===== src/rtl/sr_excite_driver.sv =====
// Handshake-driven s/r excitation for one external SR flip-flop, with q/q1 feedback check.
// Latency: done at acceptance+PULSE_CYCLES+1 (transition) or +1 (no change); tgt_ready only in IDLE.
module sr_excite_driver #(
  parameter int PULSE_CYCLES = 1,
  parameter int TIMEOUT      = 4,
  parameter int ERR_W        = 8
) (
  input  logic             clk,
  input  logic             rst,
  input  logic             tgt_valid,
  input  logic             tgt_bit,
  output logic             tgt_ready,
  output logic             s,
  output logic             r,
  input  logic             q_in,
  input  logic             q1_in,
  output logic             busy,
  output logic             done,
  output logic             err,
  output logic [ERR_W-1:0] err_cnt
);

  localparam logic [1:0] IDLE  = 2'd0;
  localparam logic [1:0] DRIVE = 2'd1;
  localparam logic [1:0] WAIT  = 2'd2;

  localparam int PW = $clog2(PULSE_CYCLES + 1);
  localparam int TW = $clog2(TIMEOUT + 1);
  localparam logic [PW-1:0] PULSE_LAST = PW'(PULSE_CYCLES);
  localparam logic [TW-1:0] WAIT_LAST  = TW'(TIMEOUT - 1);

  logic [1:0]    state;
  logic          tgt;
  logic [PW-1:0] pulse_cnt;
  logic [TW-1:0] wait_cnt;
  logic          q_match;
  logic          done_evt;
  logic          err_evt;

  assign tgt_ready = (state == IDLE) && !rst;
  assign busy      = (state != IDLE);

  // q reaching the target ends WAIT either way; a non-complementary q1 at that point is an error.
  always_comb begin
    q_match  = (q_in == tgt);
    done_evt = 1'b0;
    err_evt  = 1'b0;
    if (state == WAIT) begin
      if (q_match) begin
        done_evt = (q1_in != tgt);
        err_evt  = (q1_in == tgt);
      end else begin
        err_evt  = (wait_cnt == WAIT_LAST);
      end
    end
  end

  always_ff @(posedge clk) begin
    if (rst) begin
      state     <= IDLE;
      tgt       <= 1'b0;
      s         <= 1'b0;
      r         <= 1'b0;
      done      <= 1'b0;
      err       <= 1'b0;
      err_cnt   <= '0;
      pulse_cnt <= '0;
      wait_cnt  <= '0;
    end else begin
      done <= done_evt;
      err  <= err_evt;
      if (err_evt && (err_cnt != {ERR_W{1'b1}}))
        err_cnt <= err_cnt + 1'b1;

      case (state)
        IDLE: begin
          if (tgt_valid) begin
            tgt      <= tgt_bit;
            wait_cnt <= '0;
            if (q_in != tgt_bit) begin
              s         <= tgt_bit;
              r         <= !tgt_bit;
              pulse_cnt <= PW'(1);
              state     <= DRIVE;
            end else begin
              s     <= 1'b0;
              r     <= 1'b0;
              state <= WAIT;
            end
          end
        end
        DRIVE: begin
          if (pulse_cnt == PULSE_LAST) begin
            s        <= 1'b0;
            r        <= 1'b0;
            wait_cnt <= '0;
            state    <= WAIT;
          end else begin
            pulse_cnt <= pulse_cnt + 1'b1;
          end
        end
        WAIT: begin
          if (done_evt || err_evt)
            state <= IDLE;
          else
            wait_cnt <= wait_cnt + 1'b1;
        end
        default: state <= IDLE;
      endcase
    end
  end

endmodule


===== config.mk =====
export PLATFORM = sky130hd
export DESIGN_NAME = sr_excite_driver
export DESIGN_NICKNAME = d
export VERILOG_FILES = /design/src/rtl/sr_excite_driver.sv
export SDC_FILE = /design/constraint.sdc
export NUM_CORES = 1
export LEC_CHECK = 0
export BUFFER_PORTS_ARGS = -buffer_cell sky130_fd_sc_hd__buf_2
export CAP_MARGIN = 20
export CORE_UTILIZATION = 25
export CTS_CLUSTER_DIAMETER = 40
export DETAILED_ROUTE_END_ITERATION = 8
export GPL_TIMING_DRIVEN = 0
export PLACE_DENSITY = 0.51
export SYNTH_ARGS = -nofsm -noshare
export SYNTH_HDL_FRONTEND = slang
export SYNTH_SLANG_ARGS = --single-unit

===== constraint.sdc =====
create_clock -name clk -period 3.3 [get_ports clk]
set_clock_uncertainty 0.1 [all_clocks]
set_input_delay 0.66 -clock clk [delete_from_list [all_inputs] [get_ports clk]]
set_output_delay 0.66 -clock clk [all_outputs]
set_load 0.03 [all_outputs]

### Word level (Yosys, flattened, before mapping)

Cells that the tools add are included.

* flip-flop bits (word level): 19
* input bits: 6
* output and inout bits: 14
* logic and storage cells: 63

* $add $sub $neg: 3
* equality and inequality tests: 13
* muxes and demuxes: 24
* reduce and logical (&&, ||, !) cells: 14

Operators with widths (number)
* $mux 1: 12
* $mux 3: 3
* $pmux 3 s3: 1
* $reduce_and 3->1: 3
* $add 8x1->8 const B: 1
* $mux 2: 4
* $ne 8x8->1 const B: 1
* $ne 2x2->1 const B: 3
* $pmux 1 s2: 3
* $pmux 2 s3: 1
* $ne 2x1->1 const B: 2
* $reduce_and 4->1: 1
* $reduce_bool 2->1: 2
* $add 3x1->3 const B: 1
* $eq 3x2->1 const B: 1
* $reduce_bool 3->1: 1
* $eq 1x1->1: 2
* $eq 2x1->1 const B: 1
* $eq 2x2->1 const B: 1
* $logic_and 1x1->1: 2
* $logic_not 1->1: 2
* $logic_not 2->1: 1
* $ne 1x1->1: 2
* $reduce_and 2->1: 1
* other kinds (2): 2

### Longest topological paths before layout

Gate-level depths: netlist of the first run.

* depth after elaboration: 6
* depth in mapped cells: 8

### Worst setup path before layout of the first run

OpenSTA, ideal clock, no wires.

* path type: input to output
* start point: input rst
* end point: output tgt_ready
* arrival: 1276 ps
* data required time: 2540 ps
* setup slack: 1264 ps
* stages on the path: 2
* buffers on the path: 1
* cells stage by stage: clkbuf_1 > nor2_1

* cells in the longest elaborated chain, start to end: 2

Ends and longest elaborated chain
* from (decl): line 9 `input logic rst,`
* $logic_not 1->1: line 40 `assign tgt_ready = (state == IDLE) && !rst;`
* $logic_and 1x1->1: line 40
* to (decl): line 12 `output logic tgt_ready,`

No other way between the ends.

### Worst setup path after layout of the first run

Ends and elaborated chain as after synthesis.

==> results of run 1 <==
==> area by class of cell <==
cell class | instances | area (um^2)
fill | 397 | 2340
multi-input combinational | 83 | 509
sequential | 19 | 380
timing repair buffer | 18 | 90.1
tap | 46 | 57.6
clock buffer | 4 | 45.0
inverter | 10 | 37.5
buffer | 3 | 12.5
==> kinds of logic after synthesis <==
group,after synthesis,share of synthesized area [%]
XOR/XNOR,2,1.86
multiplexers,3,3.33
adder cells (fa/ha/maj),5,6.66
AO/OA/AOI/OAI,26,17.0
flip-flops,19,40.5
buffers and inverters,13,5.33
AND/OR/NAND/NOR,47,25.3
==> synth_stat cells, types with 2 or more instances <==
master,instances,share of area (%)
dfxtp_1,19,40
nor2_1,16,6.4
a21oi_1,11,5.9
inv_1,10,4.0
nand2_1,9,3.6
or3_1,7,4.7
ha_1,5,6.7
nand2b_1,4,2.7
o21ai_1,4,2.1
a21o_1,3,2.4
a32oi_1,2,1.9
clkbuf_1,2,0.80
mux2i_1,2,2.1
nand3_1,2,1.1
nor3_1,2,1.1
or2_2,2,1.3
==> report_power, final <==
group / internal [mW] / total [mW] / switching [mW]
logic: 0.0291 / 0.0743 / 0.0453
clock network: 0.0860 / 0.165 / 0.0789
registers: 0.237 / 0.246 / 0.00859
==> stage by stage <==
stage	utilization (%)	total power, mW
2_1_floorplan	-	0.305
3_3_place_gp	31.3	0.324
3_5_place_dp	31.3	0.326
4_1_cts	32.6	0.495
5_1_grt	32.6	0.512
6_report	32.6	0.485
==> worst max-delay path, delay by kind of cell <==
kind                   cells  cell delay (ns)
buffers and inverters      2             0.55
AND/OR/NAND/NOR            1             0.09
==> layout by cell type (no fill, tap or decap), drive strengths merged <==
| master | synthesis | layout |
|---|---|---|
| a211oi | 1 | 1 |
| a21o | 4 | 4 |
| a21oi | 12 | 12 |
| a32oi | 2 | 2 |
| and2 | 1 | 1 |
| buf | 1 | 19 |
| clkbuf | 2 | 6 |
| dfxtp | 19 | 19 |
| ha | 5 | 5 |
| inv | 10 | 10 |
| mux2 | 1 | 1 |
| mux2i | 2 | 2 |
| nand2 | 9 | 9 |
| nand2b | 4 | 4 |
| nand3 | 2 | 2 |
| nand4 | 1 | 1 |
| nor2 | 16 | 16 |
| nor3 | 2 | 2 |
| nor3b | 1 | 1 |
| nor4b | 1 | 1 |
| o211ai | 1 | 1 |
| o21ai | 5 | 5 |
| o21bai | 1 | 1 |
| or2 | 2 | 2 |
| or3 | 8 | 8 |
| xnor2 | 1 | 1 |
| xor2 | 1 | 1 |
==> worst max path at each step <==
stage | end | from | cells past startpoint | slack (ns)
floorplan | tgt_ready | rst | 2 | 1.26
global placement | wait_cnt[2] | q_in | 6 | 1.21
detailed placement | err_cnt[3] | q_in | 7 | 1.17
CTS | tgt_ready | rst | 3 | 1.21
global route | tgt_ready | rst | 3 | 1.16
finish | tgt_ready | rst | 3 | 1.23
==> routing by layer <==
layer | track usage [%] | share of wire, % | vias to the layer above
li1 | - | - | 435
met2 | 18.5 | 47 | 17
met3 | 3.99 | 4.7 | 4
met4 | 2.56 | 0.83 | 0
met1 | 12.6 | 47 | 389
met5 | 0 | 0 | -
==> flow_metrics.tcl, run 1 <==
set metrics [dict create \
    worst_slack_ns 1.23 \
    grt_usage_pct 10.8 \
    r2r_slack_ns 1.38 \
    min_path_cells 2 \
    grt_max_degree 11 \
    rsz0062_at_grt "no" \
    slew_headroom_pct 64.5 \
    hold_buffers 0 \
    ios 20 \
    htreeDepth 1 \
    synth_ff_type "dfxtp_1" \
    status "completed" \
    die_h_um 63.3 \
    grt-ovfl-total 0 \
    yosysSeqAreaShare_pct 40.5 \
    clkLatencyLatePin_ns 0.26 \
    crit_path_top_delay_cell "clkbuf_1" \
    drv_slew 0 \
    clk_path_buf_depth 2 \
    cp_max_fo 10 \
    syn_inst 115 \
    hold_path_end "wait_cnt[1]" \
    clk_pin_slew_ns 0.07 \
    max_freq_mhz 484 \
    largest_reg_flops 8 \
    hold_class "reg -> reg" \
    cp_cell_sequence "clkbuf_1 -> nor2_1 -> buf_2" \
    netlist_area_um2 940 \
    worstPathArrival_ns 1.31 \
    n_antenna_cell 0 \
    startpoint_type "input pin" \
    final-instance-count-excl-fill 183 \
    criticalPathCategory "in -> out" \
    tritoncts "done" \
    ant_nets 0 \
    cts_resized 0 \
    antenna_found_initial 0 \
    r2r-start "wait_cnt[0]" \
    synth_edf_count 0 \
    max_cap_viol_count 0 \
    place_ws_ns 1.17 \
    syn-num-nets 126 \
    max_slew.worst_pin.slew_ns 0.532 \
    grt_pass1_vias 786 \
    place.gp.congestion 0.710 \
    synth_cell_type_count 31 \
    port_buffers 18 \
    synthArstFlopShare_pct 0 \
    syn_area_per_cell_um2 8.17 \
    routed_wl_um 2040 \
    slowest_delay_ns 0.36 \
    setup_viol 0 \
    post_cts_buffers 0 \
    r2r_cells 8 \
    dp_hpwl_um 1520 \
    cts_root_buf "clkbuf_8" \
    syn_to_final_growth_pct 20.5 \
    post_dp_cell_area_um2 1090 \
    grt_pass1_wl_um 3420 \
    initialDrtViolationCount 27 \
    detail_route.wl_per_cell_um 11.1 \
    firstDrtPassIters 4 \
    finalCritPeriodShare_pct 62.6 \
    core_area_um2 3470 \
    yosys_warnings 0 \
    cp-end-kind "output port" \
    vias 845 \
    drc_errors 0 \
    reg.largest.list "err_cnt (8), wait_cnt (3), state (2)" \
    synth_seq_cells 19 \
    drive_gt1_share_pct 20.4 \
    critical_path_required_ns 2.54 \
    start_util_pct 27.1 \
    irDropWorstVdd_v 0.000218 \
    die_area_um2 4010 \
    top_register "err_cnt" \
    pwr_density_cell_nw_per_um2 428 \
    cts_made_buffers 3 \
    fp-row-count 21 \
    cts_sinks 19 \
    p_leak_nw 0.483 \
    nets 149 \
    vias_per_cell 4.62 \
    holdCritStartpoint "wait_cnt[1]" \
    finalHoldWorstSlack_ns 0.364 \
    r2r_end "err_cnt[1]" \
    final_area_um2 1130 \
    dieWidth_um 63.3 \
    finalHoldViolCount 0 \
    finalCriticalPeriod_ns 2.07 \
    placedCellCount 179 \
    setup_tns_ns 0 \
]
Power figures use the tool's default switching activity.
==> run 2, diff against run 1 <==
--- a/config.mk
+++ b/config.mk
@@ -5,13 +5,14 @@
 export SDC_FILE = /design/constraint.sdc
 export NUM_CORES = 1
 export LEC_CHECK = 0
+export ABC_AREA = 1
 export BUFFER_PORTS_ARGS = -buffer_cell sky130_fd_sc_hd__buf_2
 export CAP_MARGIN = 20
 export CORE_UTILIZATION = 25
 export CTS_CLUSTER_DIAMETER = 40
 export DETAILED_ROUTE_END_ITERATION = 8
 export GPL_TIMING_DRIVEN = 0
-export PLACE_DENSITY = 0.51
+export PLACE_DENSITY = 0.5
 export SYNTH_ARGS = -nofsm -noshare
 export SYNTH_HDL_FRONTEND = slang
 export SYNTH_SLANG_ARGS = --single-unit
==> constraint.sdc (replaced) <==
create_clock -name clk -period 2.1 [get_ports clk]
set_clock_uncertainty 0.1 [all_clocks]
set_input_delay 0.42 -clock clk [delete_from_list [all_inputs] [get_ports clk]]
set_output_delay 0.42 -clock clk [all_outputs]
set_load 0.03 [all_outputs]
==> run 2 against run 1 <==
Utilization decreased by 1.0 points. Total power increased to 2.7 times the previous value. Combinational power increased to 8.0 times the previous value. First-iteration DRC count increased by 33%. Flip-flop and latch count unchanged. Worst setup slack got worse by 0.97 ns. Clock-buffer cell count decreased by 1. Sequential share of layout area decreased by 4.4 points. Register-to-register slack got worse by 0.98 ns. Synthesized area increased by 17%. Largest cell class unchanged. Largest power group is now combinational logic.
==> flow_metrics.tcl, run 2 <==
set metrics [dict create \
    grt-ovfl-total 0 \
    met2_usage_pct 18.9 \
    gr-usage-met3_pct 3.50 \
    finalCritPeriodShare_pct 87.4 \
    synth_cell_type_count 28 \
    final-instance-count-excl-fill 225 \
    max_freq_mhz 545 \
    slew_headroom_pct 72.9 \
    syn_to_final_growth_pct 18.2 \
    antenna_found_initial 0 \
    cts_root_buf "clkbuf_8" \
    clkLatencyLatePin_ns 0.26 \
    hold_buffers 0 \
    syn_area_per_cell_um2 7.20 \
    synthArstFlopShare_pct 0 \
    synth_ff_type "dfxtp_1" \
    die_area_um2 4680 \
    fp-row-count 23 \
    startpoint_type "input pin" \
    synth_commonest_cells "nand2_1 (40), dfxtp_1 (19), inv_1 (18)" \
    finalHoldWorstSlack_ns 0.298 \
    cp-endpoint "tgt_ready" \
    placedCellCount 221 \
    cts_resized 0 \
    ios 20 \
    synth_edf_count 0 \
    netlist_area_um2 1100 \
    rsz0062_at_grt "no" \
    cp-end-kind "output port" \
    synth.most_common_cell "nand2_1" \
    power_mw 1.33 \
    place.gp.congestion 0.724 \
    nets 187 \
    irDropWorstVdd_v 0.000418 \
    synth_seq_cells 19 \
    r2r_cells 8 \
    status "completed" \
    dieWidth_um 68.4 \
    initialDrtViolationCount 36 \
    grt_usage_pct 11.4 \
    synth_top_cell_by_area "dfxtp_1" \
    cts_sinks 19 \
    worstPathArrival_ns 1.32 \
    drv_slew 0 \
    layout_commonest_cell "nand2_1" \
    dp_hpwl_um 1770 \
    vias_per_cell 4.38 \
    r2r-start "wait_cnt[0]" \
    crit_start "rst" \
    routed_wl_um 2340 \
    cp_cell_sequence "clkbuf_1 -> clkbuf_2 -> nor2_1 -> buf_2" \
    max_slew.worst_pin.slew_ns 0.406 \
    setup_tns_ns 0 \
    post_cts_buffers 0 \
    clk_path_buf_depth 2 \
    critical_path_required_ns 1.58 \
    final_area_um2 1300 \
    criticalPathCategory "in -> out" \
    largest_reg_flops 8 \
    ant_nets 0 \
    tritoncts "done" \
    core_area_um2 4120 \
    met1_usage_pct 14.1 \
    final_cell_mix "nand2_1 (40), buf_2 (19), dfxtp_1 (19)" \
    syn_inst 153 \
    drc_errors 0 \
    syn-num-nets 164 \
    synthTopCellsByArea "dfxtp_1 (35%), nand2_1 (14%), nand3_1 (7.7%), inv_1 (6.1%), a21oi_1 (5.9%)" \
    htreeDepth 1 \
    pwr_density_cell_nw_per_um2 1020 \
    post_dp_cell_area_um2 1250 \
    top_register "err_cnt" \
    port_buffers 18 \
    yosys.area.top_type_share_pct 34.5 \
    finalHoldViolCount 0 \
    grt_pass1_vias 900 \
    r2r_end "err_cnt[3]" \
    reg.largest.list "err_cnt (8), wait_cnt (3), state (2)" \
    drive_gt1_share_pct 20.0 \
    firstDrtPassIters 4 \
    clk_pin_slew_ns 0.07 \
    grt_max_degree 12 \
    r2r_slack_ns 0.40 \
    busiest_layer "met2" \
    start_util_pct 26.8 \
    slowest_delay_ns 0.33 \
    detail_route.wl_per_cell_um 10.4 \
    cts_made_buffers 3 \
    yosys_warnings 0 \
    max_cap_viol_count 0 \
    setup_viol 0 \
    crit_path_top_delay_cell "clkbuf_2" \
    p_leak_nw 0.631 \
    cp_max_fo 10 \
    grt_pass1_wl_um 3950 \
    hold_class "in -> reg" \
    vias 986 \
    die_h_um 68.4 \
    finalCriticalPeriod_ns 1.84 \
    n_antenna_cell 0 \
    yosysSeqAreaShare_pct 34.5 \
]
-- run 2: cell type report --
class                           count  area [um^2]
Timing Repair Buffer               18         90.1
Clock buffer                        3         41.3
Tap cell                           50         62.6
Clock inverter                      1         5.00
Multi-Input combinational cell    111          634
Sequential cell                    19          380
Inverter                           20         75.1
Fill cell                         465         2810
Buffer                              3         13.8
-- run 2: logic make-up after synthesis --
group	count (synthesis)	share of synthesized area [%]
compound gates	22	11.4
xor+xnor	3	2.38
fa+ha+maj	5	5.68
buf+inv	23	7.95
flops	19	34.5
simple gates	81	38.1
-- run 2: stage by stage --
step / setup WS [ns] / util (%)
detailed placement: 0.0648 / 30.5
floorplan: 0.369 / -
global route: 0.173 / 31.7
finish: 0.264 / 31.7
global placement: 0.0916 / 30.5
CTS: 0.0640 / 31.6
-- run 2: metal layers --
layer  up-vias  wire length (um)
li1        539                 -
met1       432              1190
met2        13              1040
met3         2                83
met4         0                22
met5         -                 0
-- run 2: critical path: cells and delay by family --
kind,cells,cell delay (ns)
buffers and inverters,3,0.83
and+or+nand+nor,1,0.07
-- run 2: where the power goes --
group / internal [mW] / total [mW] / switching (mW)
Clock: 0.132 / 0.262 / 0.130
Sequential: 0.427 / 0.471 / 0.0442
Combinational: 0.189 / 0.597 / 0.408
-- run 2: worst min-delay path by stage --
stage | startpoint | cells past startpoint | endpoint | slack, ns
floorplan | pulse_cnt | 2 | pulse_cnt | 0.34
global placement | pulse_cnt | 2 | pulse_cnt | 0.35
detailed placement | pulse_cnt | 2 | pulse_cnt | 0.36
CTS | tgt_valid | 2 | tgt | 0.28
global route | tgt_valid | 2 | tgt | 0.30
finish | tgt_valid | 2 | tgt | 0.30
==> run 3, diff against run 2 <==
--- a/config.mk
+++ b/config.mk
@@ -8,11 +8,13 @@
 export ABC_AREA = 1
 export BUFFER_PORTS_ARGS = -buffer_cell sky130_fd_sc_hd__buf_2
 export CAP_MARGIN = 20
+export CORE_MARGIN = 2
 export CORE_UTILIZATION = 25
 export CTS_CLUSTER_DIAMETER = 40
 export DETAILED_ROUTE_END_ITERATION = 8
 export GPL_TIMING_DRIVEN = 0
-export PLACE_DENSITY = 0.5
+export PLACE_DENSITY = 0.39
+export SETUP_SLACK_MARGIN = 0.2
 export SYNTH_ARGS = -nofsm -noshare
 export SYNTH_HDL_FRONTEND = slang
 export SYNTH_SLANG_ARGS = --single-unit
==> run 3 against run 2 <==
Total power is 0.24% higher. Largest cell class unchanged. Combinational power increased by 0.8%. Sequential power is essentially flat. Highest routed layer unchanged. Global-route usage decreased by 0.54 points. Non-clock buffer count stayed put.
==> flow_metrics.tcl, run 3 (synthesis gave the netlist of run 2 again) <==
set metrics [dict create \
    clk_pin_slew_ns 0.08 \
    routed_wl_um 2470 \
    cts_made_buffers 3 \
    p_leak_nw 0.631 \
    largest_reg_flops 8 \
    grt-ovfl-total 0 \
    grt_pass1_wl_um 4340 \
    die_area_um2 4960 \
    start_util_pct 25.7 \
    layout_commonest_cell "nand2_1" \
    hold_class "in -> reg" \
    die_h_um 70.4 \
    nets 187 \
    max_slew.worst_pin.slew_ns 0.269 \
    status "completed" \
    drv_slew 0 \
    irDropWorstVdd_v 0.000408 \
    dieWidth_um 70.4 \
    finalCritPeriodShare_pct 83.6 \
    r2r_slack_ns 0.37 \
    top_register "err_cnt" \
    initialDrtViolationCount 45 \
    n_antenna_cell 0 \
    dp_hpwl_um 1910 \
    htreeDepth 1 \
    setup_viol 0 \
    grt_usage_pct 10.9 \
    finalCriticalPeriod_ns 1.76 \
    ant_nets 0 \
    cp-end-kind "output port" \
    min_path_cells 2 \
    slew_headroom_pct 82.0 \
    drc_errors 0 \
    hold_path_end "tgt" \
    ios 20 \
    rsz0062_at_grt "no" \
    firstDrtPassIters 4 \
    hold_buffers 0 \
    syn_to_final_growth_pct 18.4 \
    r2r-start "wait_cnt[0]" \
    setup_tns_ns 0 \
    detail_route.wl_per_cell_um 10.9 \
    grt_max_degree 11 \
    place_ws_ns 0.0240 \
    port_buffers 18 \
    startpoint_type "flop" \
    pwr_density_cell_nw_per_um2 1020 \
    holdCritStartpoint "tgt_valid" \
    max_freq_mhz 570 \
    criticalPathCategory "reg -> out" \
    critical_path_required_ns 1.58 \
    antenna_found_initial 0 \
    worstPathArrival_ns 1.24 \
    clk_path_buf_depth 2 \
    cts_root_buf "clkbuf_8" \
    r2r_cells 8 \
    vias_per_cell 4.33 \
    drive_gt1_share_pct 20.0 \
    cts_sinks 19 \
    tritoncts "done" \
    core_area_um2 4290 \
    fp-row-count 24 \
    clkLatencyLatePin_ns 0.25 \
    worst_slack_ns 0.345 \
    post_cts_buffers 0 \
    max_cap_viol_count 0 \
    cp_max_fo 8 \
    finalHoldViolCount 0 \
    vias 983 \
    grt_pass1_vias 962 \
    final_cell_mix "nand2_1 (40), buf_2 (19), dfxtp_1 (19)" \
    place.gp.congestion 0.815 \
    r2r_end "err_cnt[4]" \
    reg.largest.list "err_cnt (8), wait_cnt (3), state (2)" \
]
==> run 3: cell count changes in the layout (fill, tap and decap cells not counted), sizes merged <==
| cell | change |
|---|---|
| clkbuf | +1 |
| clkinv | -1 |
==> run 3: worst max path at each step <==
stage	startpoint	end	slack, ns	cells past startpoint
CTS	rst	tgt_ready	0.20	4
floorplan	rst	tgt_ready	0.37	3
finish	state[0]	tgt_ready	0.34	5
detailed placement	rst	tgt_ready	0.02	4
global placement	rst	tgt_ready	0.03	4
global route	wait_cnt[0]	err_cnt[3]	0.23	8
==> run 3: per-stage QoR <==
stage                     utilization, %  hold WS [ns]  cells  total power [mW]  cell area, um^2
after floorplan                        -         0.335    153             0.955             1100
after global placement              29.3         0.350    223              1.09             1260
after detailed placement            29.3         0.356    223              1.09             1260
after CTS                           30.4         0.287    227              1.36             1300
after global routing                30.4         0.314    227              1.45             1310
final                               30.4         0.291    227              1.33             1310
==> run 3: metal layers <==
layer  GRT usage, %  routed length, um  share of wire, %  vias to the layer above
li1               -                  -                 -                      539
met4           3.21                 21              0.85                        0
met3           2.16                100               4.1                        2
met2           18.3               1160                47                       11
met5              0                  0                 0                        -
met1           13.9               1190                48                      431
==> run 3: final cells by class <==
cell class	count	area, um^2
fillers	483	2990
multi-input cells	111	634
flip-flops and latches	19	380
repair buffers	18	90.1
inverters	20	75.1
well taps	52	65.1
clock buffers	4	45.0
plain buffers	3	15.0
==> run 3: where the power goes <==
part | total [mW] | leakage (nW) | internal, mW | switching (mW)
clock network | 0.259 | 0.0228 | 0.135 | 0.124
registers | 0.471 | 0.155 | 0.427 | 0.0444
logic | 0.602 | 0.453 | 0.189 | 0.413
total | 1.33 | 0.631 | 0.751 | 0.582
==> run 3: repair_timing <==
action,CTS,global route
gates resized for setup,1,2
hold endpoints to repair,0,0
endpoints found under the setup margin,1,1
cloned,0,0
==> run 3: worst max-delay path, stage by stage (launching register included) <==
cell and delay, ns:
dfxtp_1 0.30, buf_2 0.19, nor2_4 0.15, inv_1 0.06, nor2_1 0.07, buf_2 0.20
